<file path="config.mk">
export PLATFORM = sky130hd
export DESIGN_NAME = ada_wb_arbiter
export DESIGN_NICKNAME = d
export VERILOG_FILES = /design/src/rtl/ada_wb_arbiter_pkg.sv /design/src/rtl/ada_wb_fifo.sv /design/src/rtl/ada_wb_arbiter.sv
export SDC_FILE = /design/constraint.sdc
export NUM_CORES = 1
export LEC_CHECK = 0
export BUFFER_PORTS_ARGS = -buffer_cell sky130_fd_sc_hd__buf_2
export CAP_MARGIN = 0
export CORE_MARGIN = 3
export CORE_UTILIZATION = 53
export CTS_CLUSTER_SIZE = 24
export DETAILED_ROUTE_END_ITERATION = 8
export PLACE_DENSITY = 0.82
export REMOVE_ABC_BUFFERS = 1
export SYNTH_ARGS = -nofsm -noshare
export SYNTH_HDL_FRONTEND = slang
export SYNTH_SLANG_ARGS = --single-unit
</file>
<file path="constraint.sdc">
create_clock -name clk -period 3.8 [get_ports clk]
set_input_delay 0.38 -clock clk [delete_from_list [all_inputs] [get_ports clk]]
set_output_delay 0.38 -clock clk [all_outputs]
set_load 0.005 [all_outputs]
</file>
<file path="src/rtl/ada_wb_arbiter_pkg.sv">
// Shared widths, the long-latency FIFO entry layout and a one-hot helper
// for the write-back arbiter and its FIFO.
package ada_wb_arbiter_pkg;

  localparam int ADA_REG_ADDR_W = 5;
  localparam int ADA_DATA_W     = 32;
  localparam int ADA_NUM_REGS   = 1 << ADA_REG_ADDR_W;

  localparam logic [ADA_REG_ADDR_W-1:0] ADA_ZERO_REG = '0;

  typedef struct packed {
    logic [ADA_REG_ADDR_W-1:0] addr;
    logic [ADA_DATA_W-1:0]     data;
  } wb_entry_t;

  localparam int ENTRY_W = $bits(wb_entry_t);

  // One-hot register mask; register 0 never appears in the scoreboard.
  function automatic logic [ADA_NUM_REGS-1:0] reg_mask(
    input logic [ADA_REG_ADDR_W-1:0] addr
  );
    logic [ADA_NUM_REGS-1:0] m;
    m = '0;
    if (addr != ADA_ZERO_REG) m[addr] = 1'b1;
    return m;
  endfunction

endpackage

</file>
<file path="src/rtl/ada_wb_fifo.sv">
// Synchronous FIFO for long-latency results. Pointers carry an extra wrap
// bit so full and empty are told apart without a separate counter.
module ada_wb_fifo #(
  parameter int DEPTH = 2,
  parameter int WIDTH = 37
) (
  input  logic             clk,
  input  logic             rst,
  input  logic             push,
  input  logic [WIDTH-1:0] push_data,
  input  logic             pop,
  output logic [WIDTH-1:0] head,
  output logic             full,
  output logic             empty
);

  localparam int AW = (DEPTH > 1) ? $clog2(DEPTH) : 1;

  logic [WIDTH-1:0] mem [DEPTH];
  logic [AW:0]      wr_ptr;
  logic [AW:0]      rd_ptr;
  logic             do_push;
  logic             do_pop;

  assign empty = (wr_ptr == rd_ptr);
  assign full  = (wr_ptr[AW] != rd_ptr[AW]) &&
                 (wr_ptr[AW-1:0] == rd_ptr[AW-1:0]);
  assign head  = mem[rd_ptr[AW-1:0]];

  // A full FIFO refuses a push even when the same edge pops.
  assign do_push = push && !full;
  assign do_pop  = pop && !empty;

  always_ff @(posedge clk) begin
    if (rst) begin
      wr_ptr <= '0;
      rd_ptr <= '0;
    end else begin
      if (do_push) wr_ptr <= wr_ptr + (AW+1)'(1);
      if (do_pop)  rd_ptr <= rd_ptr + (AW+1)'(1);
    end
  end

  always_ff @(posedge clk) begin
    if (!rst && do_push) mem[wr_ptr[AW-1:0]] <= push_data;
  end

endmodule

</file>
<file path="src/rtl/ada_wb_arbiter.sv">
// Merges pipeline write-back and queued long-latency results into one
// registered register-file write, and tracks outstanding long-latency dests.
module ada_wb_arbiter
  import ada_wb_arbiter_pkg::*;
#(
  parameter int DEPTH = 2
) (
  input  logic        clk,
  input  logic        rst,
  input  logic        pipe_we,
  input  logic [4:0]  pipe_addr,
  input  logic [31:0] pipe_data,
  input  logic        ll_valid,
  output logic        ll_ready,
  input  logic [4:0]  ll_addr,
  input  logic [31:0] ll_data,
  input  logic        issue_valid,
  input  logic [4:0]  issue_addr,
  input  logic [4:0]  check_addr_a,
  input  logic [4:0]  check_addr_b,
  output logic        stall_a,
  output logic        stall_b,
  output logic [31:0] pending,
  output logic [4:0]  write_addr,
  output logic [31:0] write_data,
  output logic        we
);

  wb_entry_t   push_entry;
  wb_entry_t   head_entry;
  logic        fifo_full;
  logic        fifo_empty;
  logic        push;
  logic        pop;
  logic        pipe_win;
  logic        out_ll;
  logic [31:0] set_mask;
  logic [31:0] clr_mask;
  logic [31:0] pending_q;

  // ll_valid/ll_ready: a result transfers on a rising edge where both are
  // high. ll_ready comes only from the registered full flag and rst, never
  // from ll_valid, so the producer may raise or drop ll_valid freely.
  assign ll_ready   = !fifo_full && !rst;
  assign push       = ll_valid && ll_ready;
  assign push_entry = '{addr: ll_addr, data: ll_data};

  // Writes to register 0 are dropped and must not starve the FIFO.
  assign pipe_win = pipe_we && (pipe_addr != ADA_ZERO_REG);
  assign pop      = !pipe_win && !fifo_empty;

  ada_wb_fifo #(
    .DEPTH (DEPTH),
    .WIDTH (ENTRY_W)
  ) u_fifo (
    .clk       (clk),
    .rst       (rst),
    .push      (push),
    .push_data (push_entry),
    .pop       (pop),
    .head      (head_entry),
    .full      (fifo_full),
    .empty     (fifo_empty)
  );

  always_ff @(posedge clk) begin
    if (rst) begin
      we         <= 1'b0;
      write_addr <= '0;
      write_data <= '0;
      out_ll     <= 1'b0;
    end else if (pipe_win) begin
      we         <= 1'b1;
      write_addr <= pipe_addr;
      write_data <= pipe_data;
      out_ll     <= 1'b0;
    end else if (pop) begin
      we         <= (head_entry.addr != ADA_ZERO_REG);
      write_addr <= head_entry.addr;
      write_data <= head_entry.data;
      out_ll     <= 1'b1;
    end else begin
      we         <= 1'b0;
      out_ll     <= 1'b0;
    end
  end

  // The clear tracks the edge the register file actually takes the
  // long-latency value, so decode never sees a stale read in between.
  always_comb begin
    set_mask = '0;
    clr_mask = '0;
    if (issue_valid) set_mask = reg_mask(issue_addr);
    if (we && out_ll) clr_mask = reg_mask(write_addr);
  end

  always_ff @(posedge clk) begin
    if (rst) pending_q <= '0;
    else     pending_q <= (pending_q & ~clr_mask) | set_mask;
  end

  assign pending = pending_q;
  assign stall_a = pending_q[check_addr_a];
  assign stall_b = pending_q[check_addr_b];

endmodule

</file>
==> flow_summary_export.csv, run 1 <==
group,metric,value,unit
timing,fmax,447,MHz
route,routed_wl,16400,um
power_and_ir_drop,leakagePower,0.00311,uW
worst_setup_path,cp_max_fo,58,
yosys,yosysUniqueCellTypes,36,
floorplanning,dieArea,0.0134,mm2
layout,final_cell_mix,"buf_2 (166), nand2_1 (124), a21oi_1 (76)",
layout,fin_util,0.676,
yosys,yosys_warnings,0,
floorplanning,core_area,0.0116,mm2
global_routing,antenna_found_initial,1,
timing,hold_viol,0,
global_routing,grt-ovfl-total,0,
route,initialDrtViolationCount,294,
floorplanning,initial_core_util,0.550,
yosys,synth_edf_count,74,
outcome,outcome,"completed",
layout,fillers,869,
worst_setup_path,arrival,2.58,ns
yosys,yosysSeqAreaShare,0.586,
worst_setup_path,critical_path_class,"reg -> reg",
clock_network,clock_sinks,150,
layout,regArea,0.00374,mm2
worst_setup_path,cp.required,4.14,ns
worst_setup_path,start_kind,"flip-flop",
clock_network,cts_setup_buffers,0,
layout,drive_gt1_frac,0.272,
layout,layout_commonest_cell,"buf_2",
timing,finalSetupViolations,0,
yosys,synth_seq_cells,150,
route,wire_per_inst,18.1,um
route,via_per_inst,5.79,
timing,relSlewSlack,0.209,
route,drtAntennaViolNets,0,
place,dpl_cell_area,0.00727,mm2
timing,rsz0062_at_grt,"false",
power_and_ir_drop,powerDensity,534,mW/mm2
global_routing,grt_pass1_wl,25900,um
min_path,hold_path_class,"in -> reg",
min_path,hold_depth,1,
power_and_ir_drop,vdd_drop_max,379,uV
timing,whs,0.152,ns
clock_network,clockRootBuffer,"clkbuf_16",
yosys,avgSynthCellArea,10.7,um2
floorplanning,chipWidth,116,um
yosys,syn_area,0.00639,mm2
clock_network,cts_buffer_depth,2,
route,drc_errors,0,
clock_network,cts_tree,"yes",
clock_network,cts_htree_levels,4,
place,gp_congestion,0.834,
global_routing,grt_max_degree,77,
yosys,syn_inst,600,
worst_setup_path,critPathMaxStageDelay,0.65,ns
worst_setup_path,end_kind,"flip-flop",
clock_network,cts_inserted_buffers,17,
route,vias,5248,
worst_setup_path,reg2regPathDepth,6,
global_routing,grt_pass1_vias,5197,
clock_network,path_clk_slew,0.06,ns
route,drtPass1Iterations,5,
timing,period_needed,2.24,ns
run,cap_violations,0,
yosys,synth-async-reset-ratio,0,
worst_setup_path,critPathSlowestCell,"nand2_2",
yosys,synth_ff_type,"dfxtp_1",
clock_network,insertion_delay,0.41,ns
clock_network,hold_buffers,0,
timing,fin_crit_sh,0.589,
timing,fin_skew,0.00784,ns
layout,antenna_cells,0,
timing,slew_violations,0,
worst_setup_path,crit_chain,"xnor2_1, nand2_2, buf_4, nand2_1, o211ai_1, a21oi_1",
layout,nNetsFinal,845,
floorplanning,std_cell_rows,39,
timing,setup_tns,0,ns
timing,worst_pin_slew,1.19,ns
global_routing,grt_use_total,0.250,
layout,multi_input_area,0.00250,mm2
layout,synthToLayoutAreaGrowth,22.9,%
layout,stdcell_area,0.00786,mm2
floorplanning,ios,167,
floorplanning,die_y,116,um
place,dp_hpwl,11400,um
place,numPortBuffers,166,
clock_network,post_cts_resized,0,
==> stage by stage <==
step,cells,setup slack (ns),power [uW]
2_1_floorplan,563,0.966,2330
3_3_place_gp,875,1.35,2580
3_5_place_dp,875,1.33,2600
4_1_cts,907,1.58,4220
5_1_grt,907,1.32,4370
6_report,907,1.56,4200
==> cell usage after synthesis, types with 4 or more instances <==
| cell type | instances | share of area |
|---|---|---|
| mux2i_1 | 69 | 0.11 |
| nand3_1 | 6 | 0.0047 |
| edfxtp_1 | 74 | 0.35 |
| dfxtp_1 | 76 | 0.24 |
| nor3b_1 | 4 | 0.0047 |
| nor2_1 | 13 | 0.0076 |
| o211ai_1 | 37 | 0.043 |
| o21ai_0 | 32 | 0.025 |
| a22oi_1 | 8 | 0.0094 |
| xor2_1 | 4 | 0.0055 |
| a21oi_1 | 76 | 0.060 |
| clkbuf_1 | 21 | 0.012 |
| buf_2 | 10 | 0.0078 |
| nor2b_1 | 5 | 0.0049 |
| nand2_1 | 125 | 0.073 |
==> worst max-delay path, delay by kind of cell, from the launching register on <==
kind,cells,cell delay (ns)
xor gates and xnor gates,1,0.19
buffers and inverters,1,0.48
DFF,1,0.45
and+or+nand+nor,2,0.74
AOI/OAI and AO/OA,2,0.29
==> per-layer routing <==
layer | GRT usage | up-vias | share of wire
li1 | - | 2486 | -
met1 | 0.318 | 2472 | 0.41
met2 | 0.411 | 260 | 0.48
met3 | 0.0695 | 28 | 0.093
met4 | 0.0920 | 2 | 0.015
met5 | 0 | - | 0.00073
==> layout make-up <==
class / count / share of cell area
clock buffers: 17 / 0.0542
clock inverters: 15 / 0.0198
multi-input cells: 413 / 0.318
flip-flops and latches: 150 / 0.477
well taps: 143 / 0.0228
repair buffers: 169 / 0.109
==> path summary, 6_finish.rpt <==
kind | start | to | slack, ns
max | u_fifo.wr_ptr[0] | write_data[9] | 1.56
min | ll_data[18] | u_fifo.mem[1][18] | 0.15
max reg2reg | u_fifo.wr_ptr[0] | write_data[9] | 1.56
min reg2reg | pending[0] | pending[0] | 0.53
==> cells by family after synthesis <==
| logic type | after synthesis | synth area share |
|---|---|---|
| xor+xnor | 7 | 0.00959 |
| flops | 150 | 0.586 |
| simple gates | 178 | 0.125 |
| buf+inv | 37 | 0.0266 |
| mux | 69 | 0.108 |
| compound gates | 159 | 0.145 |
==> registers in the layout (all words and copies together) (netlist names), named ones only <==
name / cells
write_data: 32
out_ll: 1
u_fifo.mem: 74
write_addr: 5
pending: 32
u_fifo.rd_ptr: 2
u_fifo.wr_ptr: 2
we: 1
==> power breakdown <==
group	total [uW]	leakage (uW)	internal [uW]	switching (uW)
clock	1620	0.000281	968	650
sequential	1930	0.00130	1810	117
combinational	651	0.00153	283	368
Note: power is estimated with default switching activity, not from simulation.
==> run 2, diff against run 1 <==
--- a/config.mk
+++ b/config.mk
@@ -8,10 +8,10 @@
 export BUFFER_PORTS_ARGS = -buffer_cell sky130_fd_sc_hd__buf_2
 export CAP_MARGIN = 0
 export CORE_MARGIN = 3
-export CORE_UTILIZATION = 53
+export CORE_UTILIZATION = 48
 export CTS_CLUSTER_SIZE = 24
 export DETAILED_ROUTE_END_ITERATION = 8
-export PLACE_DENSITY = 0.82
+export PLACE_DENSITY = 0.78
 export REMOVE_ABC_BUFFERS = 1
 export SYNTH_ARGS = -nofsm -noshare
 export SYNTH_HDL_FRONTEND = slang
==> constraint.sdc (replaced) <==
create_clock -name clk -period 1.8 [get_ports clk]
set_input_delay 0.18 -clock clk [delete_from_list [all_inputs] [get_ports clk]]
set_output_delay 0.18 -clock clk [all_outputs]
set_load 0.005 [all_outputs]
==> run 2 against run 1 <==
Compared with the run above:
- sequential power up 110%
- register-to-register slack worse by 1.5 ns
- cell area is 11% higher
- clock skew is essentially flat
- final cell count is 11% higher
- first-iteration DRC count grew 73%
- via count rose by 9.3%
- worst hold slack lost 0.14 ns
- global-route usage increased by 0.77 points
- largest cell class unchanged
==> flow_summary_export.csv, run 2 (synthesis gave the netlist of run 1 again) <==
group,metric,value,unit
outcome,outcome,"completed",
global_routing,met2_usage,0.450,
power_and_ir_drop,powerDensity,1050,mW/mm2
global_routing,grt_use_total,0.258,
global_routing,met3_usage,0.0559,
global_routing,grt_pass1_wl,29800,um
floorplanning,initial_core_util,0.498,
worst_setup_path,cp_max_fo,3,
floorplanning,core_area,0.0128,mm2
worst_setup_path,critPathSlowestCell,"dfxtp_4",
timing,relSlewSlack,0.458,
worst_setup_path,cp.required,1.62,ns
worst_setup_path,arrival,1.62,ns
floorplanning,ios,167,
worst_setup_path,crit_buf_inv,1,
layout,nNetsFinal,919,
global_routing,antenna_found_initial,0,
clock_network,cts_buffer_depth,2,
route,vias,5737,
route,routed_wl,18900,um
timing,fmax,557,MHz
clock_network,cts_htree_levels,4,
global_routing,grt-busiest-layer,"met2",
timing,fin_skew,0.00771,ns
floorplanning,std_cell_rows,41,
worst_setup_path,start_kind,"flip-flop",
power_and_ir_drop,swShare,0.289,
layout,largest_reg_flops,74,
place,numPortBuffers,166,
layout,drive_gt1_frac,0.286,
timing,period_needed,1.80,ns
power_and_ir_drop,power_switching,2650,uW
timing,fin_crit_sh,0.997,
power_and_ir_drop,combPwrFrac,0.187,
clock_network,insertion_delay,0.42,ns
route,drc_errors,0,
layout,synthToLayoutAreaGrowth,36.4,%
min_path,hold_path_class,"in -> reg",
global_routing,met1_usage,0.317,
power_and_ir_drop,p_seq_frac,0.439,
clock_network,path_clk_slew,0.06,ns
place,pre_cts_slack,0.0865,ns
worst_setup_path,path_delay_family,"compound AO/OA/AOI/OAI gates",
min_path,hold_depth,3,
place,dpl_cell_area,0.00750,mm2
global_routing,grt_pass1_vias,5718,
timing,finalSetupViolations,0,
power_and_ir_drop,p_clk_frac,0.374,
timing,slew_violations,0,
route,wire_per_inst,18.6,um
place,dp_hpwl,12000,um
layout,final_cell_mix,"buf_2 (166), nand2_1 (124), a21oi_1 (75)",
worst_setup_path,critical_path_class,"reg -> out",
worst_setup_path,end_kind,"output pin",
clock_network,cts_tree,"yes",
route,drtAntennaViolNets,0,
worst_setup_path,crit_cells,6,
route,via_per_inst,5.67,
floorplanning,chipWidth,121,um
worst_setup_path,reg2regPathDepth,6,
place,gp_congestion,0.857,
timing,rsz0062_at_grt,"true",
power_and_ir_drop,leakagePower,0.00346,uW
clock_network,clock_sinks,150,
worst_setup_path,crit_chain,"mux2i_1, a22oi_1, nand4b_1, a21oi_1, a311o_1, buf_2",
route,drtPass1Iterations,6,
floorplanning,die_y,121,um
clock_network,clockRootBuffer,"clkbuf_16",
timing,worst_pin_slew,0.813,ns
run,cap_violations,0,
floorplanning,dieArea,0.0147,mm2
timing,fin_ws,0.00451,ns
power_and_ir_drop,p_int,6520,uW
worst_setup_path,critPathMaxStageDelay,0.35,ns
global_routing,grt-ovfl-total,0,
route,initialDrtViolationCount,508,
layout,stdcell_area,0.00872,mm2
power_and_ir_drop,vdd_drop_max,790,uV
layout,fin_util,0.680,
global_routing,grt_max_degree,77,
clock_network,cts_inserted_buffers,17,
layout,layout_commonest_cell,"buf_2",
timing,hold_viol,0,
## run 2: cell types whose count changed in the layout (fill, tap and decap cells not counted), moves of 3 or more
cell           change
dlygate4sd3_1     +59
dfxtp_1           -14
dfxtp_2           +12
inv_6              +3
buf_12             +7
clkinv_4           -4
buf_4              +8
## run 2: through the flow
| stage | instances | hold WS (ns) | setup TNS (ns) | power, uW |
|---|---|---|---|---|
| after floorplan | 563 | 0.249 | -67.58 | 4930 |
| after global placement | 918 | 0.370 | 0 | 5540 |
| after detailed placement | 918 | 0.371 | 0 | 5610 |
| after CTS | 1010 | 0.000410 | -0.0308 | 9090 |
| after global routing | 1010 | 0.0117 | -0.221 | 9490 |
| final | 1011 | 0.0129 | 0 | 9160 |
## run 2: final timing paths
path	start	to	slack [ns]
setup reg to reg	u_fifo.wr_ptr[0]	write_data[2]	0.03
hold / removal	pipe_data[23]	write_data[23]	0.01
hold reg to reg	pending[12]	pending[12]	0.51
setup / recovery	pending[19]	stall_a	0.005
## run 2: tightest hold or removal path: cells and delay by family
family	cells	cell delay, ns
AND/OR/NAND/NOR	1	0.05
buffers and inverters	1	0.09
AO/OA/AOI/OAI	1	0.05
## run 2: cell type report
type,instances,area (um2)
well taps,172,215
repair buffers,243,1640
flip-flops and latches,150,3770
clock inverters,15,144
clock buffers,17,425
diodes,1,2.50
fillers,890,4110
multi-input cells,413,2520
## run 2: layer usage
layer	routed length, um	vias to the layer above
met3	1540	44
met5	0	-
met1	7190	2717
met4	380	0
met2	9740	339
li1	-	2637
## run 2: what timing repair did
action / CTS / global route
resized for setup: 10 / 10
setup buffers: 1 / 0
endpoints found under the setup margin: 2 / 39
endpoints found under the hold margin: 96 / 0
hold buffers: 59 / 0
pin swaps: 8 / 5
## run 2: power groups by stage
stage          Sequential (uW)  Combinational [uW]  Clock (uW)
6_report                  4020                1710        3430
3_5_place_dp              4070                1540           0
2_1_floorplan             4090                 832           0
5_1_grt                   4050                1870        3570
3_3_place_gp              4060                1480           0
4_1_cts                   4010                1660        3430
